<file path="config.mk">
export PLATFORM = sky130hd
export DESIGN_NAME = jt51_wrsched
export DESIGN_NICKNAME = d
export VERILOG_FILES = /design/src/rtl/jt51_wrsched_pkg.sv /design/src/rtl/jt51_wrfifo.sv /design/src/rtl/jt51_wrsched.sv
export SDC_FILE = /design/constraint.sdc
export NUM_CORES = 1
export LEC_CHECK = 0
export ABC_CLOCK_PERIOD_IN_PS = 7550
export BUFFER_PORTS_ARGS = -buffer_cell sky130_fd_sc_hd__buf_2
export CAP_MARGIN = 20
export CORE_ASPECT_RATIO = 0.8
export CORE_MARGIN = 3
export CORE_UTILIZATION = 30
export DETAILED_ROUTE_END_ITERATION = 12
export PLACE_DENSITY = 0.55
export SETUP_SLACK_MARGIN = 0.2
export SLEW_MARGIN = 20
export SYNTH_ARGS = -nofsm -noshare
export SYNTH_HDL_FRONTEND = slang
export SYNTH_SLANG_ARGS = --single-unit
</file>
<file path="constraint.sdc">
create_clock -name clk -period 7.55 [get_ports clk]
set_input_delay 0.755 -clock clk [delete_from_list [all_inputs] [get_ports clk]]
set_output_delay 0.755 -clock clk [all_outputs]
set_load 0.01 [all_outputs]
</file>
<file path="src/rtl/jt51_wrsched_pkg.sv">
// Shared definitions for the jt51 write scheduler: register-bank address map,
// strobe indices, FSM states and the address decoder.
package jt51_wrsched_pkg;

    localparam logic [7:0] ADDR_KON   = 8'h08;
    localparam logic [7:0] ADDR_RL    = 8'h20;
    localparam logic [7:0] ADDR_KC    = 8'h28;
    localparam logic [7:0] ADDR_KF    = 8'h30;
    localparam logic [7:0] ADDR_PMS   = 8'h38;
    localparam logic [7:0] ADDR_DT1   = 8'h40;
    localparam logic [7:0] ADDR_TL    = 8'h60;
    localparam logic [7:0] ADDR_KS    = 8'h80;
    localparam logic [7:0] ADDR_AMSEN = 8'hA0;
    localparam logic [7:0] ADDR_DT2   = 8'hC0;
    localparam logic [7:0] ADDR_D1L   = 8'hE0;

    localparam int NSTB = 11;

    typedef enum logic [3:0] {
        STB_RL    = 4'd0,
        STB_KC    = 4'd1,
        STB_KF    = 4'd2,
        STB_PMS   = 4'd3,
        STB_DT1   = 4'd4,
        STB_TL    = 4'd5,
        STB_KS    = 4'd6,
        STB_AMSEN = 4'd7,
        STB_DT2   = 4'd8,
        STB_D1L   = 4'd9,
        STB_KEYON = 4'd10
    } stb_e;

    typedef enum logic [1:0] {
        ST_IDLE = 2'd0,
        ST_ARM  = 2'd1,
        ST_HOLD = 2'd2,
        ST_GAP  = 2'd3
    } state_e;

    typedef struct packed {
        logic       bank;
        stb_e       stb;
        logic [1:0] op;
        logic [2:0] ch;
    } dec_t;

    // Anything below 0x20 other than key-on belongs to the side port.
    function automatic dec_t decode(input logic [7:0] addr);
        dec_t r;
        r.bank = 1'b1;
        r.stb  = STB_RL;
        r.op   = addr[4:3];
        r.ch   = addr[2:0];
        if (addr == ADDR_KON) begin
            r.stb = STB_KEYON;
            r.op  = 2'd0;
            r.ch  = 3'd0;
        end
        else if (addr >= ADDR_D1L)   r.stb = STB_D1L;
        else if (addr >= ADDR_DT2)   r.stb = STB_DT2;
        else if (addr >= ADDR_AMSEN) r.stb = STB_AMSEN;
        else if (addr >= ADDR_KS)    r.stb = STB_KS;
        else if (addr >= ADDR_TL)    r.stb = STB_TL;
        else if (addr >= ADDR_DT1)   r.stb = STB_DT1;
        else if (addr >= ADDR_PMS)   r.stb = STB_PMS;
        else if (addr >= ADDR_KF)    r.stb = STB_KF;
        else if (addr >= ADDR_KC)    r.stb = STB_KC;
        else if (addr >= ADDR_RL)    r.stb = STB_RL;
        else                         r.bank = 1'b0;
        return r;
    endfunction

endpackage

</file>
<file path="src/rtl/jt51_wrfifo.sv">
// Small synchronous FIFO holding {addr, data} write requests.
// Pointers carry one extra wrap bit so full and empty are distinguishable.
module jt51_wrfifo #(
    parameter int DEPTH = 4,
    parameter int WIDTH = 16
) (
    input  logic             clk,
    input  logic             rst,
    input  logic             push,
    input  logic             pop,
    input  logic [WIDTH-1:0] din,
    output logic [WIDTH-1:0] dout,
    output logic             full,
    output logic             empty
);
    localparam int AW = $clog2(DEPTH);

    logic [WIDTH-1:0] mem_q [DEPTH];
    logic [AW:0]      wptr_q;
    logic [AW:0]      rptr_q;
    logic             do_push;
    logic             do_pop;

    assign do_pop  = pop && !empty;
    // A simultaneous pop frees the slot, so a push on a full FIFO is allowed then.
    assign do_push = push && (!full || do_pop);

    always_ff @(posedge clk) begin
        if (rst) begin
            wptr_q <= '0;
            rptr_q <= '0;
        end else begin
            if (do_push) wptr_q <= wptr_q + 1'b1;
            if (do_pop)  rptr_q <= rptr_q + 1'b1;
        end
    end

    always_ff @(posedge clk) begin
        if (do_push) mem_q[wptr_q[AW-1:0]] <= din;
    end

    assign dout  = mem_q[rptr_q[AW-1:0]];
    assign empty = (wptr_q == rptr_q);
    assign full  = (wptr_q[AW] != rptr_q[AW]) && (wptr_q[AW-1:0] == rptr_q[AW-1:0]);

endmodule

</file>
<file path="src/rtl/jt51_wrsched.sv">
// Write scheduler for the jt51 register bank: arbitrates CPU and sequencer
// writes, queues them, and holds each bank write through one busy round.
module jt51_wrsched
    import jt51_wrsched_pkg::*;
#(
    parameter int DEPTH = 4,
    parameter int WDOG  = 96
) (
    input  logic       clk,
    input  logic       rst,
    input  logic       cen,
    input  logic       cpu_valid,
    input  logic [7:0] cpu_addr,
    input  logic [7:0] cpu_din,
    output logic       cpu_ready,
    input  logic       seq_valid,
    input  logic [7:0] seq_addr,
    input  logic [7:0] seq_din,
    output logic       seq_ready,
    input  logic       reg_busy,
    output logic [7:0] d_in,
    output logic       up_rl,
    output logic       up_kc,
    output logic       up_kf,
    output logic       up_pms,
    output logic       up_dt1,
    output logic       up_tl,
    output logic       up_ks,
    output logic       up_amsen,
    output logic       up_dt2,
    output logic       up_d1l,
    output logic       up_keyon,
    output logic [1:0] op,
    output logic [2:0] ch,
    output logic       side_wr,
    output logic [7:0] side_addr,
    output logic [7:0] side_din,
    output logic       wr_busy,
    output logic       wdog_err
);
    localparam int                WCW       = $clog2(WDOG);
    localparam logic [WCW-1:0]    WDOG_LAST = WCW'(WDOG - 1);
    localparam logic [NSTB-1:0]   STB_ONE   = NSTB'(1);

    logic            full, empty, push, pop;
    logic [15:0]     fifo_din, fifo_dout;
    logic            grant_cpu, grant_seq;
    logic            rr_q, rr_d;          // 0: CPU has priority, 1: sequencer
    dec_t            dec;

    state_e          state_q, state_d;
    logic [NSTB-1:0] up_q, up_d;
    logic [7:0]      d_in_q, d_in_d;
    logic [1:0]      op_q, op_d;
    logic [2:0]      ch_q, ch_d;
    logic            side_wr_q, side_wr_d;
    logic [7:0]      side_addr_q, side_addr_d;
    logic [7:0]      side_din_q, side_din_d;
    logic [WCW-1:0]  wdog_q, wdog_d;
    logic            wdog_err_q, wdog_err_d;

    assign grant_cpu = cpu_valid && (!seq_valid || !rr_q);
    assign grant_seq = seq_valid && (!cpu_valid ||  rr_q);
    assign cpu_ready = cen && !full && grant_cpu;
    assign seq_ready = cen && !full && grant_seq;
    assign push      = cpu_ready || seq_ready;
    assign fifo_din  = cpu_ready ? {cpu_addr, cpu_din} : {seq_addr, seq_din};
    assign rr_d      = push ? ~rr_q : rr_q;

    jt51_wrfifo #(.DEPTH(DEPTH), .WIDTH(16)) u_fifo (
        .clk   (clk),
        .rst   (rst),
        .push  (push),
        .pop   (pop),
        .din   (fifo_din),
        .dout  (fifo_dout),
        .full  (full),
        .empty (empty)
    );

    assign dec = decode(fifo_dout[15:8]);

    always_comb begin
        state_d     = state_q;
        up_d        = up_q;
        d_in_d      = d_in_q;
        op_d        = op_q;
        ch_d        = ch_q;
        side_wr_d   = 1'b0;
        side_addr_d = side_addr_q;
        side_din_d  = side_din_q;
        wdog_d      = wdog_q;
        wdog_err_d  = wdog_err_q;
        pop         = 1'b0;
        case (state_q)
            ST_IDLE: begin
                if (cen && !empty) begin
                    pop = 1'b1;
                    if (dec.bank) begin
                        up_d    = STB_ONE << dec.stb;
                        d_in_d  = fifo_dout[7:0];
                        op_d    = dec.op;
                        ch_d    = dec.ch;
                        wdog_d  = '0;
                        state_d = ST_ARM;
                    end else begin
                        side_wr_d   = 1'b1;
                        side_addr_d = fifo_dout[15:8];
                        side_din_d  = fifo_dout[7:0];
                    end
                end
            end
            ST_ARM: begin
                if (reg_busy) begin
                    state_d = ST_HOLD;
                end else if (wdog_q == WDOG_LAST) begin
                    up_d       = '0;
                    wdog_err_d = 1'b1;
                    state_d    = ST_IDLE;
                end else begin
                    wdog_d = wdog_q + 1'b1;
                end
            end
            ST_HOLD: begin
                if (!reg_busy) begin
                    up_d    = '0;
                    state_d = ST_GAP;
                end
            end
            // Strobes stay low for a full tick so the bank cannot re-latch.
            ST_GAP:  state_d = ST_IDLE;
            default: state_d = ST_IDLE;
        endcase
    end

    always_ff @(posedge clk) begin
        if (rst) begin
            state_q     <= ST_IDLE;
            up_q        <= '0;
            d_in_q      <= '0;
            op_q        <= '0;
            ch_q        <= '0;
            side_wr_q   <= 1'b0;
            side_addr_q <= '0;
            side_din_q  <= '0;
            wdog_q      <= '0;
            wdog_err_q  <= 1'b0;
            rr_q        <= 1'b0;
        end else if (cen) begin
            state_q     <= state_d;
            up_q        <= up_d;
            d_in_q      <= d_in_d;
            op_q        <= op_d;
            ch_q        <= ch_d;
            side_wr_q   <= side_wr_d;
            side_addr_q <= side_addr_d;
            side_din_q  <= side_din_d;
            wdog_q      <= wdog_d;
            wdog_err_q  <= wdog_err_d;
            rr_q        <= rr_d;
        end
    end

    assign up_rl     = up_q[STB_RL];
    assign up_kc     = up_q[STB_KC];
    assign up_kf     = up_q[STB_KF];
    assign up_pms    = up_q[STB_PMS];
    assign up_dt1    = up_q[STB_DT1];
    assign up_tl     = up_q[STB_TL];
    assign up_ks     = up_q[STB_KS];
    assign up_amsen  = up_q[STB_AMSEN];
    assign up_dt2    = up_q[STB_DT2];
    assign up_d1l    = up_q[STB_D1L];
    assign up_keyon  = up_q[STB_KEYON];
    assign d_in      = d_in_q;
    assign op        = op_q;
    assign ch        = ch_q;
    assign side_wr   = side_wr_q;
    assign side_addr = side_addr_q;
    assign side_din  = side_din_q;
    assign wdog_err  = wdog_err_q;
    assign wr_busy   = !empty || (state_q != ST_IDLE) || side_wr_q;

endmodule
</file>
==> results.md <==
- Critical path's slowest cell: dfxtp_1
- Synth Net Count: 486
- Top cell type's share of synthesized area: 36.6%
- DRC: 0
- Clock slew seen by the registers of the worst setup and hold paths: 60 ps
- Crit path DAT: 4080 ps
- Total wire length: 11,500 µm
- Worst slew margin: 30.5%
- Switching Fraction: 28.4%
- Post-synth EDFFs: 64
- Initial core utilization: 31.1%
- Gpl congestion: 0.823
- GRT Total Usage: 12.5%
- Vias in the first global route: 3,514
- Worst-Margin Slew: 1040 ps
- Clock Skew: 8.37 ps
- Antenna cell count: 0
- Startpoint types: flop
- First-pass GRT wire length: 18,700 µm
- Clk pwr share: 39.9%
- Biggest area consumer among synthesized cells: edfxtp_1
- Commonest cells post-synth: nand2_1, edfxtp_1, dfxtp_1
- Pre-CTS setup slack: 3690 ps
- Critical path buffers and inverters: 1
- Yosys reg bits: 124
- Die ar.: 19,100 µm²
- Worst path max stage delay: 860 ps
- Die Height: 124 µm
- Die X: 154 µm
- Cts bufs inserted: 17
- CTS Hold Bufs: 0
- Antenna-violating nets left: 0
- Final Cycle Share: 50.7%
- Cell with the most instances after synthesis: nand2_1
- Crit path top cell by count: nand2b_1
- Crit path required time: 7800 ps
- CTS H-tree lvls: 4
- Synth top area cells: edfxtp_1, dfxtp_1, mux4_2
- Setup TNS: 0 ps
- Initial antenna violation count: 0
- PD cells: 295 nW/µm²
- Internal: 1.36 mW
- CTS max path bufs: 2
- Crit-path cells: mux4_2 -> inv_1 -> ha_1 -> nand2b_1 -> or4_1 -> o21bai_1 -> nand2b_1 -> mux2i_1 -> nor2_1
- Worst-path fanout max: 17
- Synth warnings: 0
- Crit-path leading delay family: simple AND/OR/NAND/NOR gates
- Via count: 3,544
- Hold Slack: 456 ps
- Pre-Repair DR Iteration Count: 4
- Max Cap Viol: 0
- Dpl hpwl: 8180 µm
- Total gr overflow: 0
- Post-cts resize count: 0
- Largest net degree at the start of global routing: 51
- Mapped cell area: 5250 µm²
- Sequential element share of the synthesized area: 59.5%
- Clock sink total: 124
- Site Rows: 42
- RSZ-0062 raised after global routing: no
- Nets: 572
- Asr flop ratio synth: 0%
- Flop pwr share: 41.2%
- NetSw: 541 µW
- Clk root buf: clkbuf_16
- Slew Limit Fails: 0
- HP Class: reg -> reg
- Layout cells sized above 1: 25.4%
- Total Power: 1.90 mW
- Setup ws final: 3720 ps
- Ys flop type: edfxtp_1
- Setup Fix Bufs, Post-CTS: 0
- Post-synth cell types: 49
- Fmax: 261 MHz
- Syn Inst Count: 432
- IO Pins: 83
- Leakage: 2.66 nW
- Logic pwr share: 18.9%
- Fin. Hold Viols: 0
- Port Buffers: 82
- Setup CP Type: reg -> reg
- Routed vias/inst: 4.72
- P&R area growth vs syn: 22.5%
- Final Critical Period: 3830 ps
- 1st-iter DRT viols: 238
- Wire per inst: 15.4 µm
- Peak VDD IR: 0.121 mV
- Status: finished, final reports clean
- CTS tree: done
- Placeable core area: 16,900 µm²
- Crit. End Element: flop
- Final setup violating endpoints: 0
- Clock Latency Late Sink: 410 ps
- Synthesized area per cell: 12.2 µm²
power by group through the flow:
stage	sequential [mW]	combinational [mW]	clock, mW
after floorplan	0.792	0.261	0
final	0.784	0.359	0.758
after detailed placement	0.799	0.361	0
after global placement	0.806	0.341	0
after global routing	0.790	0.403	0.818
after CTS	0.785	0.363	0.781
stage by stage:
stage          area [µm²]  util [%]  instances
3_3_place_gp         5860      34.7        718
2_1_floorplan        5250         -        432
4_1_cts              6440      38.2        751
5_1_grt              6440      38.2        751
6_report             6440      38.2        751
3_5_place_dp         5870      34.8        719
registers in the layout, indices dropped and copies added (netlist names), named ones only:
name and flops:
wdog_q 7, side_din 8, op 2, u_fifo.wptr_q 3, d_in 8, up_q 11
u_fifo.rptr_q 3, wdog_err 1, side_addr 8, u_fifo.mem_q 64, state_q 1, rr_q 1
side_wr 1, ch 3
per-layer routing:
| metal | GRT usage [%] | vias to the layer above | wire length [µm] |
|---|---|---|---|
| li1 | - | 1749 | - |
| met1 | 17.1 | 1706 | 5650 |
| met2 | 18.8 | 82 | 5320 |
| met3 | 4.31 | 7 | 512 |
| met4 | 3.95 | 0 | 61 |
| met5 | 0 | - | 0 |
cell usage in the layout, fill, tap and decap left out, types with 6 or more instances in the layout:
cell	count
a21oi_1	16
and2_1	6
o2bb2ai_1	8
o21ai_0	11
mux2i_1	24
nand2_1	66
nand3_1	10
inv_6	6
clkbuf_16	17
dfxtp_1	60
inv_1	10
mux4_2	14
nor2_1	43
buf_2	82
ha_1	16
xnor2_1	6
edfxtp_1	64
worst min-delay path: cells and delay by family, from the launching register on:
kind	cells	cell delay (ps)
compound gates	1	50
flops	1	310
simple gates	1	50
final timing paths:
| check | start | cells after the start | slack, ps | to |
|---|---|---|---|---|
| worst max-delay path | flop | 9 | 3720 | side_din[5] |
| worst max register to register | flop | 9 | 3720 | side_din[5] |
| worst min-delay path | op[0] | 2 | 460 | op[0] |
| worst min register to register | op[0] | 2 | 460 | op[0] |
final cells by class:
class / instances / area, µm²
fill: 1605 / 10400
sequential: 124 / 3120
multi-input combinational: 280 / 2000
timing repair buffer: 84 / 433
clock buffer: 17 / 425
tap: 220 / 275
clock inverter: 15 / 138
inverter: 11 / 41.3
cell families (layout without fill, tap and decap cells):
family | after synthesis | count (layout) | share of synthesized area [%]
compound gates | 52 | 52 | 6.46
buf+inv | 28 | 127 | 2.45
mux | 40 | 40 | 11.6
simple gates | 163 | 163 | 14.7
fa+ha+maj | 16 | 16 | 3.81
xor+xnor | 9 | 9 | 1.50
flops | 124 | 124 | 59.5
(Power assumes the default switching activity.)
